--- config.mk ---
export PLATFORM = sky130hd
export DESIGN_NAME = vec_argmax
export DESIGN_NICKNAME = d
export VERILOG_FILES = /design/src/rtl/bespoke_pkg.sv /design/src/rtl/vec_argmax_chunk_max.sv /design/src/rtl/vec_argmax.sv
export SDC_FILE = /design/constraint.sdc
export NUM_CORES = 1
export LEC_CHECK = 0
export CORE_MARGIN = 1.5
export CORE_UTILIZATION = 55
export CTS_CLUSTER_DIAMETER = 120
export DETAILED_ROUTE_END_ITERATION = 6
export GPL_ROUTABILITY_DRIVEN = 0
export PLACE_DENSITY = 0.81
export SKIP_CTS_REPAIR_TIMING = 1
export SYNTH_ARGS = -nofsm -noshare
export SYNTH_HDL_FRONTEND = slang
export SYNTH_SLANG_ARGS = --single-unit
--- constraint.sdc ---
create_clock -name clk_in -period 4.3 [get_ports clk_in]
set_input_delay 0.645 -clock clk_in [delete_from_list [all_inputs] [get_ports clk_in]]
set_output_delay 0.645 -clock clk_in [all_outputs]
set_load 0.1 [all_outputs]
--- src/rtl/bespoke_pkg.sv ---
// ============================================================================
// Module      : bespoke_pkg
// Description : Shared types and helpers for the vec_argmax classification
//               stage. Optional macro ARGMAX_TIE_LAST_EN makes ties pick the
//               highest index instead of the lowest.
// Revision    : 1.0
// ============================================================================
`default_nettype none

package bespoke_pkg;

  typedef logic signed [7:0] elem_t;

  typedef enum logic [1:0] {
    IDLE  = 2'd0,
    READ  = 2'd1,
    DRAIN = 2'd2,
    DONE  = 2'd3
  } argmax_state_t;

  // Width helper that never returns zero, so degenerate sizes still get a 1-bit bus.
  function automatic int clog2_min1(input int n);
    return (n <= 2) ? 1 : $clog2(n);
  endfunction

  // Single place for the replace-on-compare rule, shared by chunk and global scans.
  function automatic logic takes_over(input elem_t cand, input elem_t cur);
`ifdef ARGMAX_TIE_LAST_EN
    return cand >= cur;
`else
    return cand > cur;
`endif
  endfunction

endpackage

`default_nettype wire

--- src/rtl/vec_argmax_chunk_max.sv ---
// ============================================================================
// Module      : chunk_max
// Description : Combinational max/offset over one WorkingRegs-byte chunk.
//               Tie rule follows ARGMAX_TIE_LAST_EN through the package helper.
// Revision    : 1.0
// ============================================================================
`default_nettype none

module chunk_max
  import bespoke_pkg::*;
#(
  parameter  int WorkingRegs = 1,
  localparam int OffWidth    = clog2_min1(WorkingRegs)
) (
  input  logic [WorkingRegs-1:0][7:0] data,
  output elem_t                       max_val,
  output logic [OffWidth-1:0]         max_off
);

  always_comb begin
    max_val = elem_t'(data[0]);
    max_off = '0;
    for (int j = 1; j < WorkingRegs; j++) begin
      if (takes_over(elem_t'(data[j]), max_val)) begin
        max_val = elem_t'(data[j]);
        max_off = OffWidth'(j);
      end
    end
  end

endmodule

`default_nettype wire

--- src/rtl/vec_argmax.sv ---
// ============================================================================
// Module      : vec_argmax
// Description : Drains one int8 vector from the upstream FIFO chunk by chunk
//               and reports the index/value of its maximum element.
//               Optional macro ARGMAX_TIE_LAST_EN: ties report highest index.
// Revision    : 1.0
// ============================================================================
`default_nettype none

module vec_argmax
  import bespoke_pkg::*;
#(
  parameter  int InVecLength = 4,
  parameter  int WorkingRegs = 1,
  localparam int IdxWidth    = clog2_min1(InVecLength),
  localparam int NumChunks   = InVecLength / WorkingRegs
) (
  input  logic                        clk_in,
  input  logic                        rst_in,
  input  logic                        in_data_ready,
  input  logic [WorkingRegs-1:0][7:0] in_data,
  output logic                        req_chunk_in,
  output logic [IdxWidth-1:0]         out_index,
  output logic [7:0]                  out_max,
  output logic                        out_valid,
  output logic                        busy
);

  localparam int CntWidth = clog2_min1(NumChunks);
  localparam int OffWidth = clog2_min1(WorkingRegs);
  localparam logic [CntWidth-1:0] LastChunk = CntWidth'(NumChunks - 1);

  if (InVecLength < 1 || WorkingRegs < 1) begin : g_size_check
    $error("vec_argmax: InVecLength and WorkingRegs must be >= 1");
  end

  if (InVecLength % WorkingRegs != 0) begin : g_div_check
    $error("vec_argmax: WorkingRegs must divide InVecLength");
  end

  argmax_state_t       state;
  logic [CntWidth-1:0] req_cnt;
  logic [CntWidth-1:0] samp_cnt;
  logic                sample_en;
  elem_t               run_max;
  logic [IdxWidth-1:0] run_idx;
  elem_t               chunk_val;
  logic [OffWidth-1:0] chunk_off;
  logic [IdxWidth-1:0] chunk_idx;

  chunk_max #(
    .WorkingRegs (WorkingRegs)
  ) u_chunk_max (
    .data    (in_data),
    .max_val (chunk_val),
    .max_off (chunk_off)
  );

  always_comb begin
    chunk_idx = IdxWidth'(int'(samp_cnt) * WorkingRegs + int'(chunk_off));
  end

  // FIFO data lags the request by one cycle, so sampling follows a delayed copy of req.
  always_ff @(posedge clk_in or posedge rst_in) begin
    if (rst_in) begin
      sample_en <= 1'b0;
      samp_cnt  <= '0;
      run_max   <= '0;
      run_idx   <= '0;
    end else begin
      sample_en <= req_chunk_in;
      if (sample_en) begin
        if (samp_cnt == LastChunk) begin
          samp_cnt <= '0;
        end else begin
          samp_cnt <= samp_cnt + CntWidth'(1);
        end
        if (samp_cnt == '0 || takes_over(chunk_val, run_max)) begin
          run_max <= chunk_val;
          run_idx <= chunk_idx;
        end
      end
    end
  end

  always_ff @(posedge clk_in or posedge rst_in) begin
    if (rst_in) begin
      state        <= IDLE;
      req_cnt      <= '0;
      req_chunk_in <= 1'b0;
      out_index    <= '0;
      out_max      <= '0;
      out_valid    <= 1'b0;
      busy         <= 1'b0;
    end else begin
      case (state)
        IDLE, DONE: begin
          if (in_data_ready) begin
            state        <= READ;
            req_cnt      <= '0;
            req_chunk_in <= 1'b1;
            out_valid    <= 1'b0;
            busy         <= 1'b1;
          end
        end
        READ: begin
          if (req_cnt == LastChunk) begin
            req_cnt      <= '0;
            req_chunk_in <= 1'b0;
            state        <= DRAIN;
          end else begin
            req_cnt <= req_cnt + CntWidth'(1);
          end
        end
        DRAIN: begin
          // Publish only once the final chunk has been folded into the running max.
          if (!sample_en) begin
            state     <= DONE;
            out_index <= run_idx;
            out_max   <= run_max;
            out_valid <= 1'b1;
            busy      <= 1'b0;
          end
        end
        default: state <= IDLE;
      endcase
    end
  end

endmodule

`default_nettype wire

**Word-level counts from Yosys, hierarchy flattened**

Cells that the tools add are included.

- Reductions and logical operators: 12
- Shifts and indexed selects: 0
- Eq/ne operators: 8
- Multiplexer cells: 16
- Multipliers: 0
- Div/mod/pow operators: 0
- $lt $le $gt $ge: 1
- Bitwise gates (word level): 1
- Add/sub/neg operators: 2

Operators by type and width:

| operator | number |
|---|---|
| 2-to-1 mux 2 bit | 6 |
| AND reduction 3 bit | 3 |
| == test 2 bit (second input constant) | 4 |
| > comparator 8 bit | 1 |
| != test 2 bit (second input constant) | 3 |
| case mux 1 bit (2 select lines) | 3 |
| case mux 2 bit (3 select lines) | 1 |
| AND reduction 2 bit | 3 |
| 2-to-1 mux 1 bit | 5 |
| adder 2 x 1 -> 2 bit (second input constant) | 2 |
| logical NOT 2 bit | 2 |
| case mux 2 bit (2 select lines) | 1 |
| nonzero test 2 bit | 2 |
| == test 2 x 1 -> 1 bit (second input constant) | 1 |
| OR reduction 2 bit | 1 |
| logical OR 1 bit | 1 |
| NOT 1 bit | 1 |

- Logic and storage cells: 51
- Output and inout port bits: 13
- Bits in latches: 0
- Memories: 0
- Register bits: 30
- RAM bits: 0
- Input bits: 11
- Bits in read-only memories: 0

**Depth between registers and ports, before layout**

Gate-level depths: netlist of run 1.

- Word-level depth: 4
- Depth in mapped cells: 7
- Mapped depth without buffers: 6

**Modules after synthesis**

Synthesis of run 1 repeated with hierarchy kept, for this count alone.

- Cells, all modules: 135
- Area, all modules: 1572.8 um2

By module, submodules not included:

| module | instances | cells an instance | seq. area each (um2) | area an instance (um2) |
|---|---|---|---|---|
| vec_argmax | 1 | 125 | 750.7 | 1501.4 |
| chunk_max | 1 | 10 | 0.0 | 71.3 |

**Worst setup path before layout of run 1**

Ideal clock, no wire load.

- Path type: in2reg
- Start: input in_data[5] (netlist name)
- End: register run_idx[0]
- Required time: 4.162 ns
- Stages: 6
- Buffers on the path: 1
- Path slack: 2.360 ns
- Data arrival time: 1.801 ns
- Library setup time: 0.138 ns
- Cell sequence: ha_1 > a21o_1 > a221oi_2 > and2_4 > buf_12 > o311ai_2

- Word-level cells in the longest chain between the ends: 3

RTL lines:

| what | RTL line | RTL |
|---|---|---|
| start: declaration | vec_argmax.sv:21 | `input logic [WorkingRegs-1:0][7:0] in_data,` |
| > comparator 8 bit | bespoke_pkg.sv:31 | `return cand > cur;` |
| logical OR 1 bit | vec_argmax.sv:78 | `if (samp_cnt == '0 \|\| takes_over(chunk_val, run_max)) begin` |
| AND reduction 2 bit (no source line) | - |  |
| end signal: assignment | vec_argmax.sv:80 | `run_idx <= chunk_idx;` |
| end: declaration | vec_argmax.sv:46 | `logic [IdxWidth-1:0] run_idx;` |

Every way passes these cells.
A chain may end at the register's enable or synchronous reset.

**Final worst setup path of run 1**

- Start: input in_data[5] (netlist name)
- End: register run_max[4]

- Word-level cells in the longest chain between the ends: 3

RTL lines:

| what | RTL line | RTL |
|---|---|---|
| > comparator 8 bit | bespoke_pkg.sv:31 |  |
| logical OR 1 bit | vec_argmax.sv:78 |  |
| AND reduction 2 bit (no source line) | - |  |
| end signal: assignment | vec_argmax.sv:79 | `run_max <= chunk_val;` |
| end: declaration | vec_argmax.sv:45 | `elem_t run_max;` |

Every way passes these cells.

==> impl_metrics.json, run 1 <==
{
  "outcome": "finished clean",
  "postRouteAntennaNets": 0,
  "synth-seq-cells": 30,
  "start_kind": "input port",
  "fmax_ghz": 0.378,
  "drc": 0,
  "hold_ws_ps": 450,
  "finalClockSkew_ps": 7.55,
  "fp.dieW_microns": 60.1,
  "dr_total_vias": 1491,
  "fill_cells": 261,
  "place_area_sq_um": 2010,
  "htreeDepth": 2,
  "grt_start_max_net_pins": 31,
  "cp.arrival_ps": 2840,
  "fp.dieH_microns": 60.1,
  "numPortBuffers": 23,
  "grt_pass1_wl_mm": 6.35,
  "crit_type": "input port to flip-flop",
  "ys.flop_type": "dfrtp_1",
  "yosys-top-cells-count": "nand2_1, dfrtp_1, ha_1, inv_1, o21ai_0",
  "async_flop_share_pct": 100,
  "wirelength_mm": 3.87,
  "worst_ep_required_time_ps": 4500,
  "grtUsageTotal_pct": 23.8,
  "syn_inst": 183,
  "synth.distinct_cells": 31,
  "maxSlewHeadroom_pct": 24.6,
  "initial_core_util_pct": 58.3,
  "grt_pass1_vias": 1445,
  "cts_sinks": 30,
  "drt_first_iter_violations": 76,
  "tightest_slew_ps": 1130,
  "clk_pin_slew_ps": 100,
  "drv_slew": 0,
  "finalHoldViolCount": 0,
  "setup-violations-final": 0,
  "synth_nets": 208,
  "crit_fanout": 11,
  "drive_gt1_share_pct": 12.3,
  "seqCellArea_sq_um": 751,
  "core_sq_um": 3080,
  "worst_setup_path_end_kind": "flip-flop",
  "synth-edff-count": 0,
  "rsz0062_at_grt": "no",
  "synth_warnings": 0,
  "insertedDiodeCount": 0,
  "clk-insertion-delay-late_ps": 330,
  "fin_nets": 228,
  "cts_made_buffers": 5,
  "ys_seq_area_share_pct": 41.8,
  "post-route-period-util_pct": 61.5,
  "multiInputGateArea_sq_um": 915,
  "cts_tree": "built",
  "synthTopCellsByArea": "dfrtp_1, ha_1, o311ai_2",
  "firstDrtPassIters": 5,
  "synth_largest_area_cell": "dfrtp_1",
  "setup_ws_ps": 1660,
  "dp_hpwl_mm": 2.76,
  "dieArea_sq_um": 3610,
  "post-place-ws_ps": 1340,
  "tns_ps": 0,
  "post-route-cell-area_sq_um": 2080,
  "rows": 20,
  "cts-root-buf": "clkbuf_4",
  "wl_per_cell_microns": 15.6,
  "cap_violations": 0,
  "grt_overflow": 0,
  "fin_crit_ps": 2640,
  "clockBufferDepth": 2,
  "io_pins": 24,
  "post-synth-top-count-cell": "nand2_1",
  "routed_via_density": 6.01,
  "syn-cell-area_sq_um": 1790,
  "antenna_found_initial": 0,
  "area_delta_synth_final_pct": 15.8,
  "hp-class": "flip-flop to flip-flop",
  "yosysTopAreaCellShare_pct": 41.8,
  "syn_area_per_cell_sq_um": 9.80
}
==> layout by cell type, fill, tap and decap left out, types with 8 or more instances in the layout <==
master           instances
ha_1                    14
o22ai_1                  8
inv_1                   14
a31oi_1                 10
nand2_1                 33
clkdlybuf4s50_1         23
o311ai_2                10
dfrtp_1                 30
o21ai_0                 13
nand4_1                 11
==> per-stage QoR <==
stage	std cells	util (%)
global placement	240	65.4
finish	248	67.5
CTS	248	67.5
global route	248	67.5
floorplan	183	-
detailed placement	240	65.4
==> path summary, 6_finish.rpt <==
| check | startpoint | to | slack [ps] | cells after the start |
|---|---|---|---|---|
| min reg2reg | req_chunk_in | sample_en | 450 | 0 |
| min in group asynchronous | rst_in | run_max[3] | 900 | 2 |
| max in group asynchronous | rst_in | out_valid | 2730 | 2 |
| max reg2reg | run_max[6] | run_max[4] | 1950 | 6 |
| max | in_data[5] | run_max[4] | 1660 | 6 |
| min | req_chunk_in | sample_en | 450 | 0 |
==> cell families (layout without fill, tap and decap cells) <==
family | after synthesis | in the layout | synth area share (%)
AND/OR/NAND/NOR | 56 | 56 | 15.1
AO/OA/AOI/OAI | 57 | 57 | 26.2
flip-flops | 30 | 30 | 41.8
adder cells (fa/ha/maj) | 14 | 14 | 9.76
buffers and inverters | 26 | 47 | 7.18
==> critical path, stage by stage <==
cell and delay, ps:
clkdlybuf4s50_1 440, ha_1 350, a21o_1 200, a221oi_2 670, and2_4 380, o311ai_2 140
==> registers in the layout, indices dropped and copies added, names as in the netlist <==
signal	cells
run_idx	2
out_valid	1
state	2
samp_cnt	2
run_max	8
out_index	2
req_cnt	2
busy	1
req_chunk_in	1
sample_en	1
out_max	8
==> layout make-up <==
cell class	count	share of cell area, %
inverter	15	2.71
sequential	30	36.1
clock buffer	6	2.47
timing repair buffer	24	11.4
clock inverter	2	0.602
multi-input combinational	127	44.0
tap	44	2.65
==> metal layers <==
metal  vias to the layer above  part of all wire [%]  GRT usage [%]
met5                         -                     0              0
met4                         0                  0.98           6.67
met3                         8                   3.8           5.84
met2                        49                    53           44.1
met1                       726                    42           26.7
li1                        708                     -              -
Power of run 1 is left out: the tool's default activity adds up to more than one toggle a clock period on the data nets, which glitch-free logic cannot reach.
==> inputs of run 2 (changes only) <==
CORE_UTILIZATION = 49   (was 55)
PLACE_DENSITY = 0.76   (was 0.81)
clock period = 2.26 ns   (was 4.3 ns; I/O delays follow)
==> impl_metrics.json, run 2 (same netlist as run 1, synthesis figures left out) <==
{
  "outcome": "finished clean",
  "area_delta_synth_final_pct": 18.4,
  "cts_tree": "built",
  "wl_per_cell_microns": 14.6,
  "worst_setup_path_end_kind": "flip-flop",
  "drv_slew": 0,
  "worst-path-buf-inv": 1,
  "rrSetupSlack_ps": 400,
  "dp_hpwl_mm": 2.72,
  "cp_slowest_cell": "clkdlybuf4s50_1",
  "grtUsageTotal_pct": 20.7,
  "reg2reg_depth": 6,
  "fp.dieW_microns": 63.5,
  "drt_first_iter_violations": 45,
  "cap_violations": 0,
  "largest_registers": "out_max: 8 flops, run_max: 8 flops",
  "firstDrtPassIters": 4,
  "post-route-period-util_pct": 82.5,
  "cp_top_family": "compound AO/OA/AOI/OAI gates",
  "worst_ep_required_time_ps": 2470,
  "fin_crit_ps": 1860,
  "fp.dieH_microns": 63.5,
  "dieArea_sq_um": 4030,
  "cts-root-buf": "clkbuf_4",
  "postRouteAntennaNets": 0,
  "initial_core_util_pct": 52.5,
  "r2r_start": "run_max[5]",
  "hp-class": "input port to asynchronous set/reset pin",
  "antenna_found_initial": 0,
  "grt_start_max_net_pins": 31,
  "cp.arrival_ps": 2070,
  "routed_via_density": 5.75,
  "fin_nets": 233,
  "cts_sinks": 30,
  "cts_made_buffers": 5,
  "grt_pass1_wl_mm": 6.45,
  "htreeDepth": 2,
  "wirelength_mm": 3.72,
  "clk-insertion-delay-late_ps": 340,
  "tns_ps": 0,
  "max_stage_delay_ps": 440,
  "grt_overflow": 0,
  "final_cell_mix": "nand2_1, dfrtp_1, buf_4, inv_1, ha_1",
  "maxSlewHeadroom_pct": 69.7,
  "drc": 0,
  "mostFrequentLayoutCell": "nand2_1",
  "insertedDiodeCount": 0,
  "grt_pass1_vias": 1410,
  "dp.cells": 247,
  "crit_fanout": 10,
  "rows": 21,
  "clockBufferDepth": 2,
  "finalClockSkew_ps": 11.8,
  "numPortBuffers": 23,
  "start_kind": "input port",
  "rr_endpoint": "run_max[6]",
  "rsz0062_at_grt": "no",
  "fmax_ghz": 0.536,
  "io_pins": 24,
  "clk_pin_slew_ps": 100,
  "finalHoldViolCount": 0,
  "core_sq_um": 3420,
  "crit_type": "input port to flip-flop",
  "setup-violations-final": 0,
  "tightest_slew_ps": 454,
  "stdcell_count": 255,
  "drive_gt1_share_pct": 20.6,
  "dr_total_vias": 1466,
  "path_cells": "clkdlybuf4s50_1, ha_1, a21o_1, a221oi_2, and2_4, o311ai_2"
}
run 2: changes by cell type in the layout (fill, tap and decap cells not counted), sizes merged:
| cell | before | now |
|---|---|---|
| clkdlybuf4s50 | 23 | 10 |
| bufinv | 0 | 1 |
| clkinv | 1 | 2 |
| clkbuf | 6 | 5 |
| clkinvlp | 1 | 0 |
| buf | 1 | 19 |
run 2: area by class of cell:
type / count / area (sq um)
fill: 303 / 1290
multi-input combinational: 127 / 915
sequential: 30 / 751
timing repair buffer: 29 / 268
tap: 46 / 57.6
inverter: 15 / 56.3
clock inverter: 3 / 40.0
clock buffer: 5 / 37.5
run 2: how the worst max path moves through the flow:
stage | from | end | slack (ps) | cells past startpoint
2_1_floorplan | run_max[5] | run_idx[0] | 580 | 7
3_3_place_gp | in_data[5] | run_max[0] | 130 | 6
3_5_place_dp | in_data[5] | run_max[3] | 60 | 6
4_1_cts | run_max[5] | run_max[7] | 410 | 6
5_1_grt | run_max[5] | run_max[6] | 310 | 6
6_report | in_data[5] | run_max[6] | 400 | 6
run 2: routing by layer:
| metal | share of wire (%) | vias up | routed length [microns] | GRT usage [%] |
|---|---|---|---|---|
| li1 | - | 726 | - | - |
| met3 | 5.9 | 5 | 221 | 5.36 |
| met5 | 0 | - | 0 | 0 |
| met1 | 45 | 698 | 1660 | 25.9 |
| met2 | 48 | 37 | 1780 | 34.2 |
| met4 | 1.8 | 0 | 66 | 8.15 |
run 2: stage by stage:
stage	instance area, sq um	hold slack [ps]	setup WS [ps]	util [%]
global placement	2050	408	126	59.9
floorplan	1790	430	578	-
finish	2120	370	396	62.2
detailed placement	2050	422	55.1	59.9
global route	2120	409	314	62.2
CTS	2120	379	414	62.2
run 2: tightest hold or removal path: cells and delay by family:
kind / cells / cell delay [ps]
buffers and inverters: 3 / 790
Power of run 2 is left out for the same reason.
